$ cat src/rtl/frame_pick.sv
// frame_pick: hunts an input word stream for a sync header (SYNC0 repeated at
// least SYNC0_REPEAT times, then SYNC1), captures the control word that
// follows, and then extracts one frame of pixels. The frame length is either
// fixed (NUM_PIXELS) or taken from the low CNT_WIDTH bits of the control word.
// A cycle with DIN_VALID=0 changes no state. Every output is registered, so
// the response to a word accepted in cycle N appears in cycle N+1.
//
// Ports:
//   CLK          clock, all logic on the rising edge
//   RST          synchronous reset, active high
//   EN           allows a new sync hunt to start; ignored once a header is running
//   DIN_VALID    qualifies DIN
//   DIN          input word
//   PIXEL_VALID  pixel strobe
//   PIXEL_DATA   pixel word, 0 when PIXEL_VALID=0
//   PIXEL_FIRST  with PIXEL_VALID: pixel index 0
//   PIXEL_LAST   with PIXEL_VALID: final pixel of the frame
//   PIXEL_IDX    index of the current pixel, 0 when not valid
//   CNTL_VALID   one-cycle pulse when a control word is captured
//   CNTL_DATA    last captured control word, held until the next capture
//   FRAME_DONE   one-cycle pulse, coincident with PIXEL_LAST
//   SYNC_ERR     one-cycle pulse on a header error or an illegal frame length

module frame_pick #(
    parameter int                     PIXEL_WIDTH  = 16,
    parameter logic [PIXEL_WIDTH-1:0] SYNC0        = 16'hFFFF,
    parameter logic [PIXEL_WIDTH-1:0] SYNC1        = 16'hAAAA,
    parameter int                     SYNC0_REPEAT = 2,
    parameter int                     CNT_MODE     = 0,
    parameter int                     NUM_PIXELS   = 16,
    parameter int                     MAX_PIXELS   = 1024,
    localparam int                    CNT_WIDTH    = $clog2(MAX_PIXELS + 1)
) (
    input  logic                   CLK,
    input  logic                   RST,
    input  logic                   EN,
    input  logic                   DIN_VALID,
    input  logic [PIXEL_WIDTH-1:0] DIN,
    output logic                   PIXEL_VALID,
    output logic [PIXEL_WIDTH-1:0] PIXEL_DATA,
    output logic                   PIXEL_FIRST,
    output logic                   PIXEL_LAST,
    output logic [CNT_WIDTH-1:0]   PIXEL_IDX,
    output logic                   CNTL_VALID,
    output logic [PIXEL_WIDTH-1:0] CNTL_DATA,
    output logic                   FRAME_DONE,
    output logic                   SYNC_ERR
);

    // Width of the SYNC0 run counter; it saturates at SYNC0_REPEAT.
    localparam int SC_WIDTH = $clog2(SYNC0_REPEAT + 1);

    localparam logic [SC_WIDTH-1:0]  SYNC_FULL = SC_WIDTH'(SYNC0_REPEAT);
    localparam logic [CNT_WIDTH-1:0] FIXED_LEN = CNT_WIDTH'(NUM_PIXELS);
    localparam logic [CNT_WIDTH-1:0] MAX_LEN   = CNT_WIDTH'(MAX_PIXELS);

    typedef enum logic [1:0] {
        HUNT,
        SYNC,
        CNTL,
        PIXEL
    } state_t;

    state_t               state;
    logic [SC_WIDTH-1:0]  sync_cnt;
    logic [CNT_WIDTH-1:0] idx;
    logic [CNT_WIDTH-1:0] len;

    logic [CNT_WIDTH-1:0] cand_len;
    logic                 len_bad;
    logic                 is_last;

    // NOTE: every signal written in this block gets a value on every path,
    // starting with a default, so no latch can be inferred.
    always_comb begin
        cand_len = FIXED_LEN;
        if (CNT_MODE == 1) begin
            cand_len = DIN[CNT_WIDTH-1:0];
        end
        len_bad = (cand_len == '0) || (cand_len > MAX_LEN);
        // len is at least 1 while in PIXEL, so len-1 never underflows there.
        is_last = (idx == len - CNT_WIDTH'(1));
    end

    // NOTE: state and outputs update with non-blocking assignments, so every
    // read in this block sees the value from before the clock edge.
    always_ff @(posedge CLK) begin
        if (RST) begin
            state       <= HUNT;
            sync_cnt    <= '0;
            idx         <= '0;
            len         <= '0;
            PIXEL_VALID <= 1'b0;
            PIXEL_DATA  <= '0;
            PIXEL_FIRST <= 1'b0;
            PIXEL_LAST  <= 1'b0;
            PIXEL_IDX   <= '0;
            CNTL_VALID  <= 1'b0;
            CNTL_DATA   <= '0;
            FRAME_DONE  <= 1'b0;
            SYNC_ERR    <= 1'b0;
        end else begin
            // Pulses and pixel fields drop unless this cycle's word drives them.
            PIXEL_VALID <= 1'b0;
            PIXEL_DATA  <= '0;
            PIXEL_FIRST <= 1'b0;
            PIXEL_LAST  <= 1'b0;
            PIXEL_IDX   <= '0;
            CNTL_VALID  <= 1'b0;
            FRAME_DONE  <= 1'b0;
            SYNC_ERR    <= 1'b0;

            if (DIN_VALID) begin
                case (state)
                    HUNT: begin
                        if (EN && DIN == SYNC0) begin
                            sync_cnt <= SC_WIDTH'(1);
                            state    <= SYNC;
                        end
                    end

                    SYNC: begin
                        // SYNC0 is tested first so that it wins when SYNC0 == SYNC1.
                        if (DIN == SYNC0) begin
                            if (sync_cnt != SYNC_FULL) begin
                                sync_cnt <= sync_cnt + SC_WIDTH'(1);
                            end
                        end else if (DIN == SYNC1 && sync_cnt == SYNC_FULL) begin
                            state <= CNTL;
                        end else begin
                            // A short run is only noise; a full run followed by
                            // garbage is a broken header.
                            SYNC_ERR <= (sync_cnt == SYNC_FULL);
                            state    <= HUNT;
                        end
                    end

                    CNTL: begin
                        CNTL_DATA  <= DIN;
                        CNTL_VALID <= 1'b1;
                        len        <= cand_len;
                        idx        <= '0;
                        if (len_bad) begin
                            SYNC_ERR <= 1'b1;
                            state    <= HUNT;
                        end else begin
                            state <= PIXEL;
                        end
                    end

                    PIXEL: begin
                        // Payload words are never compared against SYNC0/SYNC1.
                        PIXEL_VALID <= 1'b1;
                        PIXEL_DATA  <= DIN;
                        PIXEL_IDX   <= idx;
                        PIXEL_FIRST <= (idx == '0);
                        PIXEL_LAST  <= is_last;
                        FRAME_DONE  <= is_last;
                        if (is_last) begin
                            idx   <= '0;
                            state <= HUNT;
                        end else begin
                            idx <= idx + CNT_WIDTH'(1);
                        end
                    end

                    default: state <= HUNT;
                endcase
            end
        end
    end

endmodule

$ cat config.mk
export PLATFORM = sky130hd
export DESIGN_NAME = frame_pick
export DESIGN_NICKNAME = d
export VERILOG_FILES = /design/src/rtl/frame_pick.sv
export SDC_FILE = /design/constraint.sdc
export NUM_CORES = 1
export LEC_CHECK = 0
export BUFFER_PORTS_ARGS = -buffer_cell sky130_fd_sc_hd__clkbuf_2
export CORE_MARGIN = 4
export CORE_UTILIZATION = 45
export CTS_CLUSTER_DIAMETER = 40
export CTS_CLUSTER_SIZE = 16
export DETAILED_ROUTE_END_ITERATION = 6
export PLACE_DENSITY = 0.74
export SLEW_MARGIN = 20
export SYNTH_ARGS = -nofsm -noshare
export SYNTH_HDL_FRONTEND = slang
export SYNTH_SLANG_ARGS = --single-unit
$ cat constraint.sdc
create_clock -name CLK -period 1.52 [get_ports CLK]
set_clock_uncertainty 0.05 [all_clocks]
set_input_delay 0.076 -clock CLK [delete_from_list [all_inputs] [get_ports CLK]]
set_output_delay 0.076 -clock CLK [all_outputs]
set_load 0.02 [all_outputs]
==> impl_table.tex, run 1 <==
\begin{tabular}{lr}
\hline
Metric & Value \\
\hline
\multicolumn{2}{l}{\textbf{GRT}} \\
Met1 routing resource usage after global routing & 24.5\% \\
Global-route met2 utilization & 31.3\% \\
Most used routing layer & met2 \\
Antenna violations before repair & 0 \\
Met3 routing resource usage after global routing & under 10\% \\
First-pass GRT wire length & around 9600 um \\
Largest net degree at the start of global routing & 26 \\
Total congestion overflow after global routing & 0 \\
Overall global routing resource usage & approximately a fifth \\
Vias in the first global route & around 2000 \\
\multicolumn{2}{l}{\textbf{Finish}} \\
Layout overhead on the synthesized area & 39.2\% \\
Number of inserted filler cells in the final layout & 387 \\
Fin area & $\sim$3300 sq um \\
Share of final-layout standard cells stronger than drive strength 1 & 33.5\% \\
Total Nets Final & between 300 and 400 \\
Commonest cells after routing, fill and taps aside & 68 x sky130\_fd\_sc\_hd\_\_clkbuf\_2, 62 x sky130\_fd\_sc\_hd\_\_dfxtp\_1, 39 x sky130\_fd\_sc\_hd\_\_nand2\_1, 26 x sky130\_fd\_sc\_hd\_\_buf\_4, 25 x sky130\_fd\_sc\_hd\_\_and2\_1 \\
Most common cell after layout, fill and taps aside & sky130\_fd\_sc\_hd\_\_clkbuf\_2 \\
Antenna diode instance count & 0 \\
Final standard cell count with taps included and fillers excluded & 434 \\
\multicolumn{2}{l}{\textbf{STA}} \\
Period Utilization, post-route & 106\% \\
Pins over their slew limit & 0 \\
Actual slew at the worst max-slew pin & 372 ps \\
Time the worst path needs with I/O delays and setup & 1610 ps \\
Worst hold slack & $\sim$70 ps \\
Slew Limit Headroom & 74.6\% \\
Final number of setup-violating endpoints & 11 \\
Final setup margin & -93.3 ps \\
Final hold violations & 0 \\
Fmax & 0.620 GHz \\
Unrepaired setup endpoints after global routing & yes \\
\multicolumn{2}{l}{\textbf{Clock tree}} \\
Max clock buf depth & 2 \\
Clock latency of the later-clocked register in the worst-skew pair & $\sim$330 ps \\
Clock tree from TritonCTS & yes \\
Root buffer cell & sky130\_fd\_sc\_hd\_\_clkbuf\_8 \\
CTS H-Tree Depth & 3 \\
Num Clock Sinks & 64 \\
Register clock-pin slew on the reported worst setup and hold paths & 70 ps \\
Total CTS buffers & 9 \\
\multicolumn{2}{l}{\textbf{Synth}} \\
Fraction of the yosys area taken by sequential cells & 54.7\% \\
Post-synthesis cell type with the largest combined area & sky130\_fd\_sc\_hd\_\_dfxtp\_1 \\
Gate count of the mapped netlist & 253 \\
Number of distinct library cells after synthesis & 42 \\
Synth warn & 0 \\
Area share of the largest cell type after synthesis & 54.7\% \\
Post-Syn Area per Cell & 9.25 sq um \\
Net count after synthesis & around 280 \\
Netlist area before placement & 2340 sq um \\
Ranking of synthesized cells by area & sky130\_fd\_sc\_hd\_\_dfxtp\_1 55\%, sky130\_fd\_sc\_hd\_\_and2\_1 6.7\%, sky130\_fd\_sc\_hd\_\_nand2\_1 6.3\% \\
Post-synthesis register bit count & 64 \\
\multicolumn{2}{l}{\textbf{Place}} \\
Dpl hpwl & 3910 um \\
Pre-CTS worst setup slack & -155 ps \\
Count of input and output buffers & 68 \\
Area post-placement & 2870 sq um \\
DP Cell Count & 400 \\
Gpl congestion & 0.842 \\
\multicolumn{2}{l}{\textbf{Floorplan}} \\
Horiz. Die Dim & 80.1 um \\
Initial core utilization & between 40\% and 50\% \\
Die footprint & 6420 sq um \\
Top Ports & 69 \\
Core region area & roughly 4900 sq um \\
Die Height & $\sim$80 um \\
Number of placement rows & 25 \\
\multicolumn{2}{l}{\textbf{Drt}} \\
Via-per-instance ratio & 4.99 \\
Number of iterations in the first detailed-routing pass & 4 \\
Detail-routed net length per standard cell & between 10 and 15 um \\
Post-detailed-route count of antenna-violating nets & 0 \\
Number of design-rule violations left by the first detailed-router iteration & 160 \\
DR vias & 2165 \\
DRT Wirelength & $\sim$6100 um \\
Number of remaining DRC errors & 0 \\
\multicolumn{2}{l}{\textbf{Pwr}} \\
Areal power density over the cells & 951 nW/um\^{}2 \\
Static Leak & 1.39 nW \\
Maximum VDD drop & 0.544 mV \\
Total power & 3.10 mW \\
\multicolumn{2}{l}{\textbf{Worst setup path}} \\
Start of the worst register-to-register path & idx[6] \\
CP Data Arrival Time & 1790 ps \\
Startpoint Class & flip-flop \\
Data required time at the worst endpoint & 1700 ps \\
Critical path launch point & idx[6] \\
Worst Reg-to-Reg Cells & 5 \\
Category of the most critical setup path & flip-flop to flip-flop \\
CP max FO & 7 \\
Element type at the critical path end & flip-flop \\
\multicolumn{2}{l}{\textbf{Worst hold path}} \\
Number of stages on the worst hold path & 3 \\
Worst hold path type & input port to flip-flop \\
Hold Path Origin & DIN\_VALID \\
\multicolumn{2}{l}{\textbf{Status}} \\
Violations in the final reports & setup timing \\
Status & finished, violations left \\
\multicolumn{2}{l}{\textbf{Job}} \\
Max-capacitance violation count & 0 \\
\hline
\end{tabular}
[report_power, final]
group	leakage, nW	internal (mW)	switching, mW
logic	0.793	0.0588	0.0636
registers	0.517	1.67	0.00134
clock network	0.0845	0.637	0.665
[cells by family after synthesis]
group,synth area share [%]
and+or+nand+nor,28.0
DFF,54.7
AOI/OAI and AO/OA,9.25
buffers and inverters,4.17
xor gates and xnor gates,2.24
adders and majority gates,1.60
[flip-flops by register name, indices dropped and copies added (netlist names), named ones only]
signal       count
state            1
sync_cnt         2
PIXEL_IDX       11
idx             11
PIXEL_FIRST      1
CNTL_DATA       16
FRAME_DONE       1
SYNC_ERR         1
len              1
CNTL_VALID       1
PIXEL_DATA      16
PIXEL_VALID      1
[through the flow]
stage / TNS [ps] / util, %
2_1_floorplan: 0 / -
3_3_place_gp: -527 / 58.9
3_5_place_dp: -1320 / 58.9
4_1_cts: -398 / 66.6
5_1_grt: -1500 / 66.8
6_report: -771 / 66.8
[cell type report]
class	instances	area (sq um)	share of cell area, %
timing repair buffer	110	696	21.3
clock buffer	10	138	4.22
clock inverter	6	45.0	1.38
multi-input combinational	170	985	30.2
tap	67	83.8	2.57
inverter	7	26.3	0.806
sequential	64	1290	39.5
[repair_timing]
action	4_1_cts	5_1_grt
buffers inserted	1	1
resized for setup	6	1
pin swaps	11	2
hold buffers	16	0
hold endpoints to repair	32	0
setup endpoints to repair	12	12
[routing by layer]
layer,vias to the layer above,wire length [um]
li1,1074,-
met5,-,0
met1,1001,2670
met4,0,147
met3,16,339
met2,74,2910
[final timing paths]
kind	to	slack (ps)
setup reg to reg	idx[9]	-90
hold / removal	state[0]	70
setup / recovery	idx[9]	-90
hold reg to reg	CNTL_DATA[7]	410
[cell usage after synthesis (all sizes together)]
library cell,number
and2,26
nor3b,1
o211ai,1
a21oi,23
a2111oi,1
nand4b,1
nor4,3
buf,5
and4b,1
xnor2,1
clkbuf,6
nand2,41
ha,3
a31oi,1
or4,1
nor3,14
dlygate4sd1,1
nor2,20
xor2,5
a22oi,1
and3,1
nand3,8
o21ai,3
nand4,7
dfxtp,64
o41ai,1
o311ai,1
a211o,1
nor2b,1
nor4b,1
o22a,1
inv,7
o2bb2ai,1
[critical path, stage by stage, from the launching register on]
cell,delay (ps)
sky130_fd_sc_hd__dfxtp_4,350
sky130_fd_sc_hd__nor4_4,290
sky130_fd_sc_hd__nand3_1,140
sky130_fd_sc_hd__a211o_4,400
sky130_fd_sc_hd__a21oi_4,210
sky130_fd_sc_hd__nor2_1,70
Note: power is estimated with default switching activity, not from simulation.
==> run 2, diff against run 1 <==
CORE_UTILIZATION = 54   (was 45)
PLACE_DENSITY = 0.83   (was 0.74)
clock period = 1.9 ns   (was 1.52 ns; I/O delays follow)
==> impl_table.tex, run 2 (synthesized netlist as in run 1, its figures left out) <==
\begin{tabular}{lr}
\hline
Metric & Value \\
\hline
\multicolumn{2}{l}{\textbf{Status}} \\
Status & finished clean \\
\multicolumn{2}{l}{\textbf{STA}} \\
Worst hold slack & approximately 70 ps \\
Time the worst path needs with I/O delays and setup & between 1500 and 2000 ps \\
Final total negative setup slack & 0 ps \\
Period Utilization, post-route & 93.2\% \\
Pins over their slew limit & 0 \\
Actual slew at the worst max-slew pin & between 500 and 600 ps \\
Final number of setup-violating endpoints & 0 \\
Slew Limit Headroom & between 60\% and 70\% \\
Final setup margin & between 100 and 150 ps \\
Unrepaired setup endpoints after global routing & no \\
Final hold violations & 0 \\
Fmax & roughly 0.56 GHz \\
\multicolumn{2}{l}{\textbf{Pwr}} \\
Static Leak & around 1.3 nW \\
Areal power density over the cells & 816 nW/um\^{}2 \\
Maximum VDD drop & 0.528 mV \\
\multicolumn{2}{l}{\textbf{Place}} \\
Area post-placement & 2700 sq um \\
Dpl hpwl & 3690 um \\
Count of input and output buffers & 68 \\
Gpl congestion & slightly above 0.8 \\
DP Cell Count & 362 \\
Pre-CTS worst setup slack & around 170 ps \\
\multicolumn{2}{l}{\textbf{Clock tree}} \\
Clock latency of the later-clocked register in the worst-skew pair & around 330 ps \\
Clock tree from TritonCTS & yes \\
Total CTS buffers & 9 \\
Num Clock Sinks & 64 \\
Register clock-pin slew on the reported worst setup and hold paths & 70 ps \\
CTS H-Tree Depth & 3 \\
Max clock buf depth & 2 \\
Root buffer cell & sky130\_fd\_sc\_hd\_\_clkbuf\_8 \\
\multicolumn{2}{l}{\textbf{Worst setup path}} \\
Element type at the critical path end & flip-flop \\
Startpoint Class & input port \\
CP bufs+invs & 2 \\
Worst Reg-to-Reg Cells & 5 \\
CP Data Arrival Time & 1990 ps \\
CP max FO & 4 \\
Category of the most critical setup path & input port to flip-flop \\
Data required time at the worst endpoint & 2120 ps \\
Flop2flop setup slack & 150 ps \\
Gate family responsible for the most delay along the worst path & simple AND/OR/NAND/NOR gates \\
Ordered cell list for the critical path & dlygate4sd3\_1, clkbuf\_2, nand4\_1, nor4\_4, nand2\_2, or4\_1, a21oi\_1 \\
Slowest stage delay, CP & 540 ps \\
Slowest stage cell, crit path & sky130\_fd\_sc\_hd\_\_dlygate4sd3\_1 \\
Start of the worst register-to-register path & idx[4] \\
Reg2reg end & idx[8] \\
\multicolumn{2}{l}{\textbf{Finish}} \\
Antenna diode instance count & 0 \\
Total Nets Final & 363 \\
Number of inserted filler cells in the final layout & 295 \\
Layout overhead on the synthesized area & 30.4\% \\
Leading registers by flop count & CNTL\_DATA: 16 flops, PIXEL\_DATA: 16 flops \\
Share of final-layout standard cells stronger than drive strength 1 & 28.4\% \\
Most common cell after layout, fill and taps aside & sky130\_fd\_sc\_hd\_\_clkbuf\_2 \\
Fin area & 3050 sq um \\
Commonest cells after routing, fill and taps aside & 68 x sky130\_fd\_sc\_hd\_\_clkbuf\_2, 64 x sky130\_fd\_sc\_hd\_\_dfxtp\_1, 39 x sky130\_fd\_sc\_hd\_\_nand2\_1, 25 x sky130\_fd\_sc\_hd\_\_and2\_1, 22 x sky130\_fd\_sc\_hd\_\_a21oi\_1 \\
Final standard cell count with taps included and fillers excluded & 395 \\
\multicolumn{2}{l}{\textbf{Drt}} \\
DR vias & 2079 \\
Post-detailed-route count of antenna-violating nets & 0 \\
Number of remaining DRC errors & 0 \\
DRT Wirelength & 5480 um \\
Detail-routed net length per standard cell & 13.9 um \\
Number of design-rule violations left by the first detailed-router iteration & 160 \\
Number of iterations in the first detailed-routing pass & 4 \\
Via-per-instance ratio & 5.26 \\
\multicolumn{2}{l}{\textbf{Job}} \\
Max-capacitance violation count & 0 \\
\multicolumn{2}{l}{\textbf{Floorplan}} \\
Top Ports & 69 \\
Initial core utilization & between 50\% and 60\% \\
Horiz. Die Dim & 73.8 um \\
Core region area & 4090 sq um \\
Number of placement rows & 23 \\
Die Height & 73.8 um \\
Die footprint & approximately 5500 sq um \\
\multicolumn{2}{l}{\textbf{Worst hold path}} \\
Destination of the worst hold path & state[0] \\
Hold Path Origin & DIN\_VALID \\
Worst hold path type & input port to flip-flop \\
Number of stages on the worst hold path & 3 \\
\multicolumn{2}{l}{\textbf{GRT}} \\
Total congestion overflow after global routing & 0 \\
Largest net degree at the start of global routing & 26 \\
First-pass GRT wire length & 8980 um \\
Vias in the first global route & 1949 \\
Antenna violations before repair & 0 \\
Overall global routing resource usage & 21.6\% \\
\hline
\end{tabular}
[run 2: through the flow]
| stage | total power, mW | util, % |
|---|---|---|
| 2_1_floorplan | 1.40 | - |
| 3_3_place_gp | 1.43 | 66.0 |
| 3_5_place_dp | 1.44 | 66.0 |
| 4_1_cts | 2.50 | 74.3 |
| 5_1_grt | 2.56 | 74.7 |
| 6_report | 2.49 | 74.7 |
[run 2: worst max-delay path by stage]
stage	start	endpoint	slack, ps	cells after the start
after detailed placement	idx[4]	idx[9]	170	5
after global routing	DIN[14]	state[0]	20	7
final	DIN[12]	sync_cnt[1]	130	7
after global placement	idx[4]	idx[9]	230	5
after CTS	DIN[3]	state[0]	50	7
after floorplan	idx[4]	idx[10]	290	6
[run 2: what timing repair did]
action                                 4_1_cts  5_1_grt
endpoints found under the hold margin       31        0
hold buffers                                16        0
gates resized for setup                      0        3
buffers inserted                             0        1
setup endpoints to repair                    0        8
[run 2: power by group]
part,leakage [nW],total (mW),internal [mW],switching [mW]
registers,0.515,1.34,1.34,0.00158
clock network,0.0951,1.06,0.539,0.517
logic,0.676,0.0902,0.0437,0.0465
total,1.29,2.49,1.92,0.565
[run 2: layout make-up]
| cell class | instances | area (sq um) | share of cell area, % |
|---|---|---|---|
| clock buffers | 11 | 151 | 4.96 |
| multi-input cells | 170 | 968 | 31.7 |
| repair buffers | 88 | 531 | 17.4 |
| inverters | 7 | 26.3 | 0.861 |
| clock inverters | 5 | 31.3 | 1.03 |
| well taps | 50 | 62.6 | 2.05 |
| flip-flops and latches | 64 | 1280 | 42.0 |
[run 2: worst register-to-register path, stage by stage, from the launching register on]
cell,delay [ps]
sky130_fd_sc_hd__dfxtp_1,390
sky130_fd_sc_hd__nor4_2,350
sky130_fd_sc_hd__nand3_1,110
sky130_fd_sc_hd__a211o_1,420
sky130_fd_sc_hd__a21oi_4,240
sky130_fd_sc_hd__nor2_1,80
[run 2: layer usage]
layer / share of wire (%) / global-route usage, %
met1: 43 / 26.3
met2: 48 / 34.8
met5: 0 / 0
met3: 6.8 / 6.43
met4: 1.6 / 10.1
